### config.mk
export PLATFORM = sky130hd
export DESIGN_NAME = sa_result_collector
export DESIGN_NICKNAME = d
export VERILOG_FILES = /design/src/rtl/sa_pkg.sv /design/src/rtl/sa_row_fifo.sv /design/src/rtl/sa_result_collector.sv
export SDC_FILE = /design/constraint.sdc
export NUM_CORES = 1
export LEC_CHECK = 0
export ABC_AREA = 1
export CORE_MARGIN = 2
export CORE_UTILIZATION = 28
export DETAILED_ROUTE_END_ITERATION = 6
export SLEW_MARGIN = 15
export SYNTH_ARGS = -nofsm -noshare
export SYNTH_HDL_FRONTEND = slang
export SYNTH_SLANG_ARGS = --single-unit
### constraint.sdc
create_clock -name clk -period 14.6 [get_ports clk]
set_clock_uncertainty 0.15 [all_clocks]
set_input_delay 2.19 -clock clk [delete_from_list [all_inputs] [get_ports clk]]
set_output_delay 2.19 -clock clk [all_outputs]
set_load 0.02 [all_outputs]
### src/rtl/sa_pkg.sv
// -----------------------------------------------------------------------------
// sa_pkg -- shared definitions for the systolic-array result path.
//
// Contents:
//   SA_DATA_WIDTH / SA_NUM_COLS / SA_FIFO_DEPTH : default geometry
//   sa_state_e                                  : result collector FSM states
// -----------------------------------------------------------------------------
package sa_pkg;

    localparam int unsigned SA_DATA_WIDTH = 16;
    localparam int unsigned SA_NUM_COLS   = 4;
    localparam int unsigned SA_FIFO_DEPTH = 8;

    typedef enum logic [1:0] {
        ST_IDLE    = 2'd0,
        ST_COLLECT = 2'd1,
        ST_DRAIN   = 2'd2
    } sa_state_e;

endpackage : sa_pkg

### src/rtl/sa_row_fifo.sv
// -----------------------------------------------------------------------------
// sa_row_fifo -- synchronous FIFO holding whole result rows.
//
// Ports:
//   clk, reset       : clock, asynchronous active-low reset
//   push, push_data  : write request and row; ignored when full unless a pop
//                      happens in the same cycle
//   pop, pop_data    : read request (ignored when empty) and head entry
//   full, empty      : occupancy flags
//   count            : number of stored rows (0..DEPTH)
//
// DEPTH must be a power of two so the pointers wrap by plain overflow.
// -----------------------------------------------------------------------------
module sa_row_fifo #(
    parameter  int unsigned WIDTH = 64,
    parameter  int unsigned DEPTH = 8,
    localparam int unsigned PTR_W = $clog2(DEPTH),
    localparam int unsigned CNT_W = $clog2(DEPTH + 1)
) (
    input  logic             clk,
    input  logic             reset,
    input  logic             push,
    input  logic [WIDTH-1:0] push_data,
    input  logic             pop,
    output logic [WIDTH-1:0] pop_data,
    output logic             full,
    output logic             empty,
    output logic [CNT_W-1:0] count
);

    logic [WIDTH-1:0] mem_q [DEPTH];
    logic [PTR_W-1:0] wr_ptr_q, wr_ptr_d;
    logic [PTR_W-1:0] rd_ptr_q, rd_ptr_d;
    logic [CNT_W-1:0] count_q, count_d;
    logic             do_push, do_pop;

    assign empty   = (count_q == '0);
    assign full    = (count_q == CNT_W'(DEPTH));
    assign do_pop  = pop && !empty;
    // A full FIFO still accepts a row when the head leaves in the same cycle.
    assign do_push = push && (!full || do_pop);

    always_comb begin
        // NOTE: every always_comb output gets a default first, so no path can infer a latch.
        wr_ptr_d = wr_ptr_q;
        rd_ptr_d = rd_ptr_q;
        count_d  = count_q;
        if (do_push) wr_ptr_d = wr_ptr_q + PTR_W'(1);
        if (do_pop)  rd_ptr_d = rd_ptr_q + PTR_W'(1);
        case ({do_push, do_pop})
            2'b10:   count_d = count_q + CNT_W'(1);
            2'b01:   count_d = count_q - CNT_W'(1);
            default: count_d = count_q;
        endcase
    end

    always_ff @(posedge clk or negedge reset) begin
        // NOTE: sequential state uses non-blocking assignments so every flop samples pre-edge values.
        if (!reset) begin
            wr_ptr_q <= '0;
            rd_ptr_q <= '0;
            count_q  <= '0;
        end else begin
            wr_ptr_q <= wr_ptr_d;
            rd_ptr_q <= rd_ptr_d;
            count_q  <= count_d;
        end
    end

    // NOTE: storage is deliberately not reset; count_q alone defines which entries are meaningful.
    always_ff @(posedge clk) begin
        if (do_push) mem_q[wr_ptr_q] <= push_data;
    end

    assign pop_data = mem_q[rd_ptr_q];
    assign count    = count_q;

endmodule : sa_row_fifo

### src/rtl/sa_result_collector.sv
// -----------------------------------------------------------------------------
// sa_result_collector -- deskews the bottom-row outputs of a systolic array,
// assembles complete result rows and buffers them for a ready/valid consumer.
//
// Ports:
//   clk, reset           : clock, asynchronous active-low reset
//   start, num_rows      : frame start pulse (IDLE only) and expected rows
//                          (0 is treated as 1)
//   col_data, col_valid  : per-column results; column c lags column 0 by c
//   out_data, out_valid  : head row of the buffer, out_ready accepts it
//   stall                : asks the array to pause while the buffer is near full
//   busy, done           : frame active / one-cycle frame-drained pulse
//   err                  : sticky {overflow, skew mismatch}
//
// Build option: define SA_COLLECTOR_ERR_CHECK_EN to enable the err flags;
// otherwise err is tied to 2'b00 and the checking logic is not built.
// -----------------------------------------------------------------------------
module sa_result_collector
    import sa_pkg::*;
#(
    parameter int unsigned DATA_WIDTH = SA_DATA_WIDTH,
    parameter int unsigned NUM_COLS   = SA_NUM_COLS,
    parameter int unsigned FIFO_DEPTH = SA_FIFO_DEPTH
) (
    input  logic                           clk,
    input  logic                           reset,
    input  logic                           start,
    input  logic [7:0]                     num_rows,
    input  logic [NUM_COLS*DATA_WIDTH-1:0] col_data,
    input  logic [NUM_COLS-1:0]            col_valid,
    output logic [NUM_COLS*DATA_WIDTH-1:0] out_data,
    output logic                           out_valid,
    input  logic                           out_ready,
    output logic                           stall,
    output logic                           busy,
    output logic                           done,
    output logic [1:0]                     err
);

    localparam int unsigned ROW_W = NUM_COLS * DATA_WIDTH;
    localparam int unsigned CNT_W = $clog2(FIFO_DEPTH + 1);
    // Leave room for the rows already travelling through the skew lines.
    localparam logic [CNT_W-1:0] STALL_LEVEL = CNT_W'(FIFO_DEPTH - NUM_COLS);

    sa_state_e        state_q, state_d;
    logic [7:0]       rows_written_q, rows_written_d;
    logic [7:0]       num_rows_q, num_rows_d;

    logic [DATA_WIDTH-1:0] dly_data [NUM_COLS];
    logic [NUM_COLS-1:0]   dly_valid;
    logic [ROW_W-1:0]      row_data;
    logic                  row_aligned;
    logic                  wr_en;

    logic [ROW_W-1:0] fifo_head;
    logic             fifo_pop, fifo_full, fifo_empty;
    logic [CNT_W-1:0] fifo_count;

    // ------------------------------------------------------------------
    // Deskew: column c waits NUM_COLS-1-c cycles so every column of a row
    // reaches the aligned point in the same cycle as the last column.
    // ------------------------------------------------------------------
    for (genvar c = 0; c < NUM_COLS; c++) begin : g_col
        localparam int STAGES = int'(NUM_COLS) - 1 - c;

        if (STAGES == 0) begin : g_pass
            assign dly_data[c]  = col_data[c*DATA_WIDTH +: DATA_WIDTH];
            assign dly_valid[c] = col_valid[c];
        end else begin : g_dly
            logic [DATA_WIDTH-1:0] data_q [STAGES];
            logic [DATA_WIDTH-1:0] data_d [STAGES];
            logic [STAGES-1:0]     valid_q, valid_d;

            always_comb begin
                data_d     = data_q;
                valid_d    = valid_q;
                data_d[0]  = col_data[c*DATA_WIDTH +: DATA_WIDTH];
                valid_d[0] = col_valid[c];
                for (int k = 1; k < STAGES; k++) begin
                    data_d[k]  = data_q[k-1];
                    valid_d[k] = valid_q[k-1];
                end
            end

            always_ff @(posedge clk or negedge reset) begin
                if (!reset) begin
                    for (int k = 0; k < STAGES; k++) data_q[k] <= '0;
                    valid_q <= '0;
                end else begin
                    data_q  <= data_d;
                    valid_q <= valid_d;
                end
            end

            assign dly_data[c]  = data_q[STAGES-1];
            assign dly_valid[c] = valid_q[STAGES-1];
        end
    end

    always_comb begin
        row_data = '0;
        for (int c = 0; c < NUM_COLS; c++) begin
            row_data[c*DATA_WIDTH +: DATA_WIDTH] = dly_data[c];
        end
    end

    assign row_aligned = &dly_valid;
    assign wr_en       = row_aligned && (state_q == ST_COLLECT);

    // ------------------------------------------------------------------
    // Frame control
    // ------------------------------------------------------------------
    always_comb begin
        state_d        = state_q;
        rows_written_d = rows_written_q;
        num_rows_d     = num_rows_q;
        case (state_q)
            ST_IDLE: begin
                if (start) begin
                    state_d        = ST_COLLECT;
                    rows_written_d = '0;
                    num_rows_d     = (num_rows == 8'd0) ? 8'd1 : num_rows;
                end
            end
            ST_COLLECT: begin
                if (rows_written_q == num_rows_q) state_d = ST_DRAIN;
                // Rows dropped on overflow still count, so the frame always ends.
                if (wr_en) rows_written_d = rows_written_q + 8'd1;
            end
            ST_DRAIN: begin
                if (fifo_empty) state_d = ST_IDLE;
            end
            default: state_d = ST_IDLE;
        endcase
    end

    always_ff @(posedge clk or negedge reset) begin
        if (!reset) begin
            state_q        <= ST_IDLE;
            rows_written_q <= '0;
            num_rows_q     <= 8'd1;
        end else begin
            state_q        <= state_d;
            rows_written_q <= rows_written_d;
            num_rows_q     <= num_rows_d;
        end
    end

    // ------------------------------------------------------------------
    // Row buffer and output side
    // ------------------------------------------------------------------
    assign fifo_pop = out_valid && out_ready;

    sa_row_fifo #(
        .WIDTH (ROW_W),
        .DEPTH (FIFO_DEPTH)
    ) u_fifo (
        .clk       (clk),
        .reset     (reset),
        .push      (wr_en),
        .push_data (row_data),
        .pop       (fifo_pop),
        .pop_data  (fifo_head),
        .full      (fifo_full),
        .empty     (fifo_empty),
        .count     (fifo_count)
    );

    assign out_valid = !fifo_empty;
    // Gating keeps out_data at zero whenever nothing is buffered, including reset.
    assign out_data  = fifo_empty ? '0 : fifo_head;
    assign stall     = (fifo_count >= STALL_LEVEL);
    assign busy      = (state_q != ST_IDLE);
    assign done      = (state_q == ST_DRAIN) && fifo_empty;

    // ------------------------------------------------------------------
    // Optional sticky error flags
    // ------------------------------------------------------------------
`ifdef SA_COLLECTOR_ERR_CHECK_EN
    logic [1:0] err_q, err_d;
    logic       skew_mismatch, row_dropped;

    assign skew_mismatch = (state_q == ST_COLLECT) && (|dly_valid) && !row_aligned;
    assign row_dropped   = wr_en && fifo_full && !fifo_pop;

    always_comb begin
        err_d = err_q;
        if (state_q == ST_IDLE && start) begin
            err_d = 2'b00;
        end else begin
            if (skew_mismatch) err_d[0] = 1'b1;
            if (row_dropped)   err_d[1] = 1'b1;
        end
    end

    always_ff @(posedge clk or negedge reset) begin
        if (!reset) err_q <= 2'b00;
        else        err_q <= err_d;
    end

    assign err = err_q;
`else
    logic unused_fifo_full;
    assign unused_fifo_full = fifo_full;
    assign err = 2'b00;
`endif

endmodule : sa_result_collector

==> results of run 1 <==
-- metrics by stage --
| step | instance area (um2) | util, % | hold WS, ns | cells | setup slack [ns] |
|---|---|---|---|---|---|
| floorplan | 24200 | - | 0.181 | 1856 | 6.76 |
| global placement | 26800 | 31.4 | 0.183 | 3061 | 7.94 |
| detailed placement | 26800 | 31.4 | 0.185 | 3061 | 7.93 |
| CTS | 29100 | 34.1 | 0.195 | 3190 | 7.25 |
| global route | 29100 | 34.1 | 0.203 | 3190 | 7.05 |
| finish | 29100 | 34.1 | 0.195 | 3190 | 7.48 |
-- metal layers --
layer  up-vias  global-route usage [%]  wire, um
met1      7446                    16.4     25300
met2       375                    21.9     28500
met5         -                       0         0
met3       110                    2.42      3090
li1       6862                       -         -
met4         0                    5.47      1770
-- state kept, by name (all words and copies together) (netlist names) --
register and cells:
g_col.g_dly.data_q 16, num_rows_q 8, u_fifo.wr_ptr_q 3, u_fifo.rd_ptr_q 3, dly_data 32, g_col.g_dly.valid_q 6
rows_written_q 8, state_q 2, u_fifo.mem_q 512, u_fifo.count 4, g_col.g_dly.data_d 48
-- cell type report --
| cell class | count | share of cell area [%] |
|---|---|---|
| Clock inverter | 34 | 1.12 |
| Timing Repair Buffer | 172 | 5.70 |
| Multi-Input combinational cell | 1057 | 16.9 |
| Clock buffer | 95 | 6.73 |
| Tap cell | 1144 | 4.92 |
| Sequential cell | 642 | 64.0 |
| Inverter | 46 | 0.619 |
-- power breakdown --
group	internal, mW	switching, mW
clock	1.01	0.728
combinational	0.690	1.20
sequential	2.04	0.138
-- logic make-up (layout without fill, tap and decap cells) --
| logic type | Yosys count | after routing | synth area share [%] |
|---|---|---|---|
| flops | 642 | 642 | 76.9 |
| simple gates | 632 | 632 | 10.1 |
| compound gates | 409 | 409 | 9.44 |
| buf+inv | 157 | 347 | 3.01 |
| xor+xnor | 8 | 8 | 0.289 |
| fa+ha+maj | 6 | 6 | 0.310 |
| other cells | 1 | 2 | 0.0155 |
-- worst min path at each step --
stage                                                   start                            endpoint  slack [ns]  cells after the start
after floorplan            g_col[1].g_dly.data_d[0]$_DFF_PN0_              dly_data[32]$_DFF_PN0_        0.18                      0
after global placement     g_col[1].g_dly.data_d[3]$_DFF_PN0_              dly_data[35]$_DFF_PN0_        0.18                      0
after detailed placement   g_col[1].g_dly.data_d[8]$_DFF_PN0_              dly_data[40]$_DFF_PN0_        0.18                      0
after CTS                  g_col[1].g_dly.data_d[8]$_DFF_PN0_              dly_data[40]$_DFF_PN0_        0.20                      0
after global routing      g_col[0].g_dly.data_d[10]$_DFF_PN0_              dly_data[58]$_DFF_PN0_        0.20                      0
final                     g_col[0].g_dly.data_d[17]$_DFF_PN0_  g_col[0].g_dly.data_d[1]$_DFF_PN0_        0.20                      0
-- worst reg2reg max path, cell delays in order (launching register included) --
cell and delay, ns:
dfrtp_1 0.36, inv_1 0.11, nand2_1 0.15, nor3_4 0.44
nand3_1 0.31, nor3_2 0.22, buf_4 0.64
-- synthesized netlist by cell type --
cell type | n | area [um2]
buf_6 | 9 | 101
inv_2 | 1 | 3.75
nand3b_1 | 1 | 7.51
nor2_1 | 464 | 1740
nand2_1 | 132 | 495
xnor2_1 | 3 | 26.3
nor3_1 | 11 | 55.1
dfstp_2 | 1 | 26.3
conb_1 | 1 | 3.75
nor3_4 | 1 | 16.3
xor2_1 | 5 | 43.8
o21ai_1 | 72 | 360
o211ai_1 | 64 | 480
buf_1 | 8 | 30.0
a21oi_1 | 4 | 20.0
ha_1 | 6 | 75.1
clkbuf_2 | 2 | 10.0
buf_4 | 8 | 60.1
o22ai_1 | 64 | 400
dfrtp_1 | 129 | 3230
buf_8 | 1 | 15.0
buf_2 | 22 | 110
nand4_1 | 4 | 25.0
o21ai_0 | 205 | 1030
nand3_1 | 19 | 95.1
edfxtp_1 | 512 | 15400
clkbuf_1 | 61 | 229
inv_1 | 45 | 169
==> out/metrics.yaml, run 1 <==
end_kind: "output pin"
peakVddDrop_mv: 0.113
area_delta_synth_final_pct: 20.2
die_width_um: 298
crit_type: "reg2out"
ys_warn_count: 0
p_leak_nw: 10.1
crit_top_cell: "nor2_1"
holdBufCountCts: 0
min_period_over_period_pct: 48.8
rsz0062_at_grt: "false"
critical-path-top-delay-family: "buffers and inverters"
design_power_total_mw: 5.80
worst_r2r_path_depth: 6
synth_cell_types: 28
cpPeakStageDelay_ns: 0.93
place.gp.congestion: 0.715
r2r-end: "u_fifo.mem_q[3][19]$_DFFE_PP_"
cts-root-buf: "clkbuf_16"
track_usage_pct: 13.0
cts.path.max_buffers: 3
avgSynthCellArea_um2: 13.1
post_cts_resized: 0
grt_pass1_wl_mm: 88.5
setup_violations: 0
core_mm2: 0.0854
crit_path_end: "out_data[4]"
crit_start: "u_fifo.rd_ptr_q[0]$_DFFE_PN0P_"
worst_skew_pair.late_latency_ns: 0.61
multi_input_area_mm2: 0.00492
first_global_vias: 14890
tns_ns: 0
most-common-layout-cells: "edfxtp_1, nor2_1, o21ai_0"
route.detailed.drc: 0
r2r_setup_slack_ns: 11.80
wl_per_cell_um: 18.4
synth_seq_cells: 642
crit_cells: 9
antenna_cells: 0
min_period_ns: 7.12
grt_overflow_total: 0
hpwlAfterDp_mm: 30.6
drtPass1Iterations: 5
hold_path_class: "reg2reg"
crit_fanout: 113
fillers: 8320
netlist_instances: 1855
worstPathRequired_ns: 12.26
ios: 150
layout.nets: 2075
die_area_mm2: 0.0889
synth_area_mm2: 0.0242
seqCellArea_mm2: 0.0186
die_h_um: 298
cts_setup_buffers: 0
portBuffers: 147
fmaxAchievable_mhz: 140
rows: 107
cap_viol_max_count: 0
final_common_cell: "edfxtp_1"
num_vias: 14793
relSlewSlack_pct: 23.6
critPathBufInv: 3
antenna_found_initial: 1
hold_viol_final: 0
grt_max_degree: 161
worst_pin_slew_ns: 1.15
powerDensity_mw_per_mm2: 199
postRouteAntennaNets: 0
slew_violations: 0
drive_gt1_share_pct: 7.04
numCtsBuffers: 70
start_kind: "flip-flop"
htreeDepth: 3
routed_wl_mm: 58.7
initialDrtViolationCount: 1122
worstPathArrival_ns: 4.78
path_clk_slew_ns: 0.06
start_util_pct: 28.4
tritoncts: "done"
ys_seq_area_share_pct: 76.9
cpMaxStageDelayCell: "buf_4"
clkSinkCount: 642
worstPathCellList: "buf_4 -> buf_4 -> nor2_1 -> nor2_1 -> o21ai_0 -> o211ai_1 -> nand2_1 -> nor2_1 -> clkdlybuf4s50_1"
outcome: "complete, no violations"
via_per_inst: 4.64
r2r_start: "state_q[1]$_DFFE_PN0P_"
Note: power is estimated with default switching activity, not from simulation.
==> inputs of run 2 (changes only) <==
==> constraint.sdc (replaced) <==
create_clock -name clk -period 6.1 [get_ports clk]
set_clock_uncertainty 0.15 [all_clocks]
set_input_delay 0.915 -clock clk [delete_from_list [all_inputs] [get_ports clk]]
set_output_delay 0.915 -clock clk [all_outputs]
set_load 0.02 [all_outputs]
==> run 2 against run 1 <==
Against the previous run: register-to-register slack worse by 8.7 ns; total power grew 140%; sequential power up 140%; global-route usage down 0.22 points; count of clock-buffer cells in the layout is 4 lower; final cell count did not move; critical path type unchanged; largest power group unchanged.
==> out/metrics.yaml, run 2 (synthesis results as in run 1) <==
holdBufCountCts: 0  # unchanged
r2r_setup_slack_ns: 3.10  # -8.70 ns
portBuffers: 147  # unchanged
drtPass1Iterations: 5  # unchanged
multi_input_area_mm2: 0.00492  # +0.13%
power_frac_comb_pct: 32.5  # about the same
tritoncts: "done"
slew_violations: 0  # unchanged
place.gp.congestion: 0.739  # +3.3%
numCtsBuffers: 67  # -4.3%
hpwlAfterDp_mm: 30.7  # +0.28%
cts-root-buf: "clkbuf_16"
layout.nets: 2075  # unchanged
seqCellArea_mm2: 0.0186  # unchanged
power_switching_mw: 4.88  # +140%
initialDrtViolationCount: 1120  # -0.18%
peakVddDrop_mv: 0.228  # +100%
postRouteAntennaNets: 0  # unchanged
top_register: "u_fifo.mem_q"
crit_fanout: 176  # +56%
setup_violations: 0  # unchanged
route.detailed.drc: 0  # unchanged
r2r-end: "u_fifo.mem_q[6][20]$_DFFE_PP_"
worstPathArrival_ns: 4.12  # -0.66 ns
start_kind: "flip-flop"
cts.path.max_buffers: 3  # unchanged
hold_viol_final: 0  # unchanged
outcome: "complete, no violations"
final_cells: 3190  # unchanged
min_period_over_period_pct: 85.0
crit_type: "reg2out"
antenna_found_initial: 4  # +3
die_h_um: 298  # unchanged
end_kind: "output pin"
grt_pass1_wl_mm: 87.7  # -0.95%
place_area_mm2: 0.0269  # +0.16%
ios: 150  # unchanged
die_width_um: 298  # unchanged
placed_cells: 3064  # +0.098%
cap_viol_max_count: 0  # unchanged
htreeDepth: 3  # unchanged
hold_path_class: "in2async"
place_ws_ns: 1.49  # -6.43 ns
powerDensity_mw_per_mm2: 480  # +140%
rows: 107  # unchanged
worst_pin_slew_ns: 1.07  # -0.0802 ns
worstPathRequired_ns: 5.03  # -7.23 ns
routed_wl_mm: 57.5  # -2.0%
first_global_vias: 14913  # +0.15%
fillers: 8287  # -0.40%
r2r_start: "state_q[1]$_DFFE_PN0P_"
worst_r2r_path_depth: 6  # unchanged
core_mm2: 0.0854  # unchanged
grt_max_degree: 177  # +9.9%
fmaxAchievable_mhz: 193
grt_overflow_total: 0  # unchanged
wl_per_cell_um: 18.0  # -2.0%
die_area_mm2: 0.0889  # unchanged
design_power_total_mw: 14.0  # +140%
start_util_pct: 28.4  # unchanged
track_usage_pct: 12.8  # -0.22 points
min_period_ns: 5.19
largest_register_ffs: 512  # unchanged
relSlewSlack_pct: 29.0  # +5.3 points
hold_slack_ns: 0.152  # -0.0435 ns
p_leak_nw: 10.2  # +0.55%
sw_frac_of_total_pct: 34.8  # -0.74 points
num_vias: 14659  # -0.91%
worst_skew_pair.late_latency_ns: 0.60  # about the same
seq_power_share_pct: 37.2  # -0.4 points
post_cts_resized: 0  # unchanged
rsz0062_at_grt: "false"
setup_slack_ns: 0.913  # -6.57 ns
clock_power_share_pct: 30.4  # +0.5 points
post-route-cell-area_mm2: 0.0292  # +0.32%
most-common-layout-cells: "edfxtp_1, nor2_1, o21ai_0"
drive_gt1_share_pct: 7.20  # +0.16 points
via_per_inst: 4.60  # -0.91%
path_clk_slew_ns: 0.06  # about the same
p_int_mw: 9.15  # +140%
area_delta_synth_final_pct: 20.5
clkSinkCount: 642  # unchanged
cts_setup_buffers: 0  # unchanged
final_common_cell: "edfxtp_1"
## run 2: changes by cell type in the layout (fill, tap and decap cells not counted), moves of 2 or more
| cell | before | now |
|---|---|---|
| bufinv_16 | 3 | 10 |
| clkbuf_16 | 73 | 68 |
| clkbuf_8 | 5 | 9 |
| clkbuf_1 | 17 | 14 |
| clkinv_1 | 9 | 6 |
| clkinvlp_4 | 4 | 1 |
| diode_2 | 0 | 3 |
| buf_4 | 25 | 27 |
| clkinv_8 | 3 | 1 |
## run 2: stage by stage
stage | setup TNS [ns] | util (%)
6_report | 0 | 34.2
5_1_grt | 0 | 34.2
4_1_cts | 0 | 34.2
3_5_place_dp | 0 | 31.5
3_3_place_gp | 0 | 31.5
2_1_floorplan | -207.06 | -
## run 2: power by group through the flow
| stage | Combinational, mW | Clock, mW | Sequential, mW |
|---|---|---|---|
| 3_5_place_dp | 4.63 | 0 | 5.31 |
| 2_1_floorplan | 3.01 | 0 | 5.07 |
| 4_1_cts | 4.65 | 4.38 | 5.22 |
| 3_3_place_gp | 4.55 | 0 | 5.30 |
| 5_1_grt | 5.04 | 4.54 | 5.25 |
| 6_report | 4.55 | 4.26 | 5.22 |
## run 2: worst max-delay path by stage
stage                                         to  slack [ns]                           start
floorplan           u_fifo.mem_q[2][0]$_DFFE_PP_       -0.46                    col_valid[3]
global placement                    out_data[28]        1.48  u_fifo.rd_ptr_q[0]$_DFFE_PN0P_
detailed placement                  out_data[26]        1.49  u_fifo.rd_ptr_q[0]$_DFFE_PN0P_
CTS                                 out_data[17]        0.83  u_fifo.rd_ptr_q[0]$_DFFE_PN0P_
global route                        out_data[17]        0.59  u_fifo.rd_ptr_q[0]$_DFFE_PN0P_
finish                              out_data[54]        0.91  u_fifo.rd_ptr_q[0]$_DFFE_PN0P_
## run 2: layer usage
metal  share of wire, %  wire length [um]  up-vias  global-route usage (%)
met3                4.4              2520      102                    2.43
met5              0.019                11        -                       0
met1                 44             25100     7347                    16.1
li1                   -                 -     6866                       -
met2                 49             28300      342                    21.8
met4                2.8              1600        2                    4.77
## run 2: area by class of cell
type | count | area share [%]
flip-flops and latches | 642 | 63.8
diodes | 3 | 0.0257
repair buffers | 175 | 5.80
multi-input cells | 1057 | 16.9
clock inverters | 32 | 1.54
clock buffers | 91 | 6.43
inverters | 46 | 0.625
well taps | 1144 | 4.90
## run 2: critical path, stage by stage, from the launching register on
cell,delay [ns]
dfrtp_4,0.78
inv_8,0.79
buf_4,0.50
nor2_1,0.08
o22ai_1,0.21
nor2_1,0.10
nor2_1,0.15
clkdlybuf4s50_1,0.61
==> inputs of run 3 (changes only) <==
--- a/config.mk
+++ b/config.mk
@@ -6,10 +6,12 @@
 export NUM_CORES = 1
 export LEC_CHECK = 0
 export ABC_AREA = 1
+export CAP_MARGIN = 30
 export CORE_MARGIN = 2
 export CORE_UTILIZATION = 28
 export DETAILED_ROUTE_END_ITERATION = 6
 export SLEW_MARGIN = 15
 export SYNTH_ARGS = -nofsm -noshare
 export SYNTH_HDL_FRONTEND = slang
+export SYNTH_HIERARCHICAL = 1
 export SYNTH_SLANG_ARGS = --single-unit
==> run 3 against run 2 <==
Against the previous run: critical path depth increased by 2; first-iteration DRC count fell by 18%; area after synthesis rose by 1.9%; critical path type unchanged; synthesized cell count rose by 3.6%; sequential share of layout area down 1.8 points; non-clock buffer count up 4; critical endpoint is now out_data[43]; hold slack worse by 0.054 ns; count of clock-buffer cells in the layout increased by 15; sequential power decreased by 2%.
==> out/metrics.yaml, run 3 <==
synth_seq_cells: 642  # unchanged
postRouteAntennaNets: 0  # unchanged
hold_viol_final: 0  # unchanged
powerDensity_mw_per_mm2: 483  # +0.62%
synth-simple-area-share_pct: 10.1  # +0.027 points
synth_compound_area_share_pct: 7.29  # -2.2 points
core_mm2: 0.0870  # +1.9%
synthAdderAreaFrac_pct: 0.334  # +0.025 points
final_cells: 3292  # +3.2%
fillers: 8394  # +1.3%
seqCellArea_mm2: 0.0186  # unchanged
rows: 108  # +0.93%
yosys.area_share.xor_xnor_pct: 0.248  # -0.041 points
route.detailed.drc: 0  # unchanged
hold_slack_ns: 0.0975  # -0.0544 ns
start_kind: "flip-flop"
holdBufCountCts: 0  # unchanged
avgSynthCellArea_um2: 12.8  # -1.6%
post_cts_resized: 0  # unchanged
final_common_cell: "edfxtp_1"
fmaxAchievable_mhz: 207  # +7.4%
grt_pass1_wl_mm: 88.7  # +1.2%
tritoncts: "done"
min_period_ns: 4.83  # -0.357 ns
die_h_um: 301  # +0.95%
synthArstFlopShare_pct: 20.2  # unchanged
wl_per_cell_um: 17.6  # -2.6%
synth_edf_count: 512  # unchanged
crit_type: "reg2out"
grt_max_degree: 143  # -19%
first_global_vias: 15141  # +1.5%
path_clk_slew_ns: 0.06  # about the same
ys_warn_count: 6  # +6
layout.nets: 2162  # +4.2%
slew_violations: 0  # unchanged
synth_flop_cell: "edfxtp_1"
min_period_over_period_pct: 79.2  # -5.8 points
utilization_pct: 34.6  # +0.37 points
top_register: "u_fifo/mem_q"
hpwlAfterDp_mm: 31.0  # +0.95%
multi_input_area_mm2: 0.00514  # +4.5%
met3_usage_pct: 2.60  # +0.17 points
yosys-top-cells-count: "edfxtp_1, nor2_1, nand2_1"
grt_overflow_total: 0  # unchanged
netlist_instances: 1922  # +3.6%
place_area_mm2: 0.0274  # +2.1%
top_usage_layer: "met2"
design_power_total_mw: 14.5  # +3.6%
post-route-cell-area_mm2: 0.0301  # +3.0%
num_vias: 14823  # +1.1%
grt_util_met1_pct: 16.7  # +0.56 points
cts_setup_buffers: 0  # unchanged
crit_fanout: 90  # -49%
initialDrtViolationCount: 915  # -18%
htreeDepth: 3  # unchanged
ys_seq_area_share_pct: 75.4  # -1.5 points
worstPathArrival_ns: 3.77  # -0.35 ns
relSlewSlack_pct: 36.5  # +7.5 points
worst_pin_slew_ns: 0.952  # -0.113 ns
antenna_found_initial: 1  # -3
cts-root-buf: "clkbuf_16"
synth_top_family_by_area: "simple AND/OR/NAND/NOR gates"
yosys.area.top_type: "edfxtp_1"
yosys-top-cells-area: "edfxtp_1, dfrtp_1, nor2_1, o21ai_0, nand2_1"
numCtsBuffers: 75  # +12%
die_width_um: 301  # +0.95%
worst_skew_pair.late_latency_ns: 0.61  # about the same
peakVddDrop_mv: 0.320  # +40%
die_area_mm2: 0.0906  # +1.9%
synth_mux_area_share_pct: 2.64  # +2.6 points
synth_area_mm2: 0.0247  # +1.9%
area_delta_synth_final_pct: 21.8
rsz0062_at_grt: "false"
via_per_inst: 4.50  # -2.0%
routed_wl_mm: 57.8  # +0.54%
most-common-layout-cells: "edfxtp_1, nor2_1, nand2_1"
cts.path.max_buffers: 3  # unchanged
track_usage_pct: 12.8  # -0.015 points
outcome: "complete, no violations"
placed_cells: 3153  # +2.9%
p_leak_nw: 11.1  # +8.7%
synth_cell_types: 34  # +21%
start_util_pct: 28.4  # about the same
synthMostInstantiatedCell: "edfxtp_1"
clkSinkCount: 642  # unchanged
synth_top_area_share_pct: 62.3  # -1.2 points
hold_path_class: "in2async"
place.gp.congestion: 0.739  # about the same
use_met2_pct: 21.3  # -0.55 points
drive_gt1_share_pct: 8.28  # +1.1 points
largest_register_ffs: 512  # unchanged
setup_violations: 0  # unchanged
ios: 150  # unchanged
portBuffers: 147  # unchanged
worstPathRequired_ns: 5.03  # about the same
cap_viol_max_count: 0  # unchanged
drtPass1Iterations: 5  # unchanged
antenna_cells: 0  # -3
end_kind: "output pin"
run 3: cell types whose count changed in the layout (fill, tap and decap cells not counted), moves of 4 or more:
cell / change
o21ai_0: +24
clkbuf_16: +10
nand2_1: +127
o21ai_1: -28
nor2_4: +5
nor2_1: -126
o211ai_1: -64
mux2i_1: +64
buf_12: +4
inv_1: +67
run 3: layer usage:
metal | routed length [um] | vias up
met3 | 3130 | 95
li1 | - | 6997
met5 | 13 | -
met4 | 1290 | 2
met2 | 27700 | 376
met1 | 25700 | 7353
run 3: cell families after synthesis:
kind of cell,Yosys count
adders and majority gates,6
muxes,65
other,1
xor gates and xnor gates,7
buffers and inverters,219
AOI/OAI and AO/OA,342
DFF,642
and+or+nand+nor,640
run 3: layout make-up:
cell class / count / share of cell area [%]
Clock inverter: 32 / 1.44
Multi-Input combinational cell: 1062 / 17.1
Inverter: 116 / 1.47
Clock buffer: 106 / 7.24
Timing Repair Buffer: 179 / 5.97
Sequential cell: 642 / 62.0
Tap cell: 1155 / 4.80
run 3: final timing paths:
path                                                       to  cells after the start  slack (ns)                               start
setup / recovery                                 out_data[43]                      9        1.27      u_fifo/rd_ptr_q[0]$_DFFE_PN0N_
hold / removal             g_col[1].g_dly.data_d[5]$_DFF_PN0_                      1         0.1                               reset
setup reg to reg                u_fifo/mem_q[0][59]$_DFFE_PP_                      6        2.65              state_q[1]$_DFFE_PN0P_
hold reg to reg                        dly_data[55]$_DFF_PN0_                      0        0.20  g_col[0].g_dly.data_d[7]$_DFF_PN0_
max in group asynchronous      u_fifo/rd_ptr_q[0]$_DFFE_PN0N_                      2        4.49                               reset
min in group clk                       dly_data[55]$_DFF_PN0_                      0        0.20  g_col[0].g_dly.data_d[7]$_DFF_PN0_
run 3: through the flow:
| stage | setup WS, ns | setup TNS (ns) |
|---|---|---|
| floorplan | -0.480 | -122.95 |
| global placement | 1.79 | 0 |
| detailed placement | 1.85 | 0 |
| CTS | 1.19 | 0 |
| global route | 0.951 | 0 |
| finish | 1.27 | 0 |
run 3: where the power goes:
group	switching, mW	leakage (nW)	total [mW]	internal (mW)
combinational	2.98	3.63	4.76	1.78
clock	1.76	1.28	4.64	2.89
sequential	0.223	6.14	5.14	4.91
run 3: critical path: stages (launching register included):
cell	delay (ns)
dfrtp_4	0.73
inv_6	0.65
buf_4	0.53
nor2_1	0.08
o21ai_0	0.17
nand2_1	0.07
nand2_1	0.09
inv_1	0.05
nor2_1	0.11
clkdlybuf4s50_1	0.64
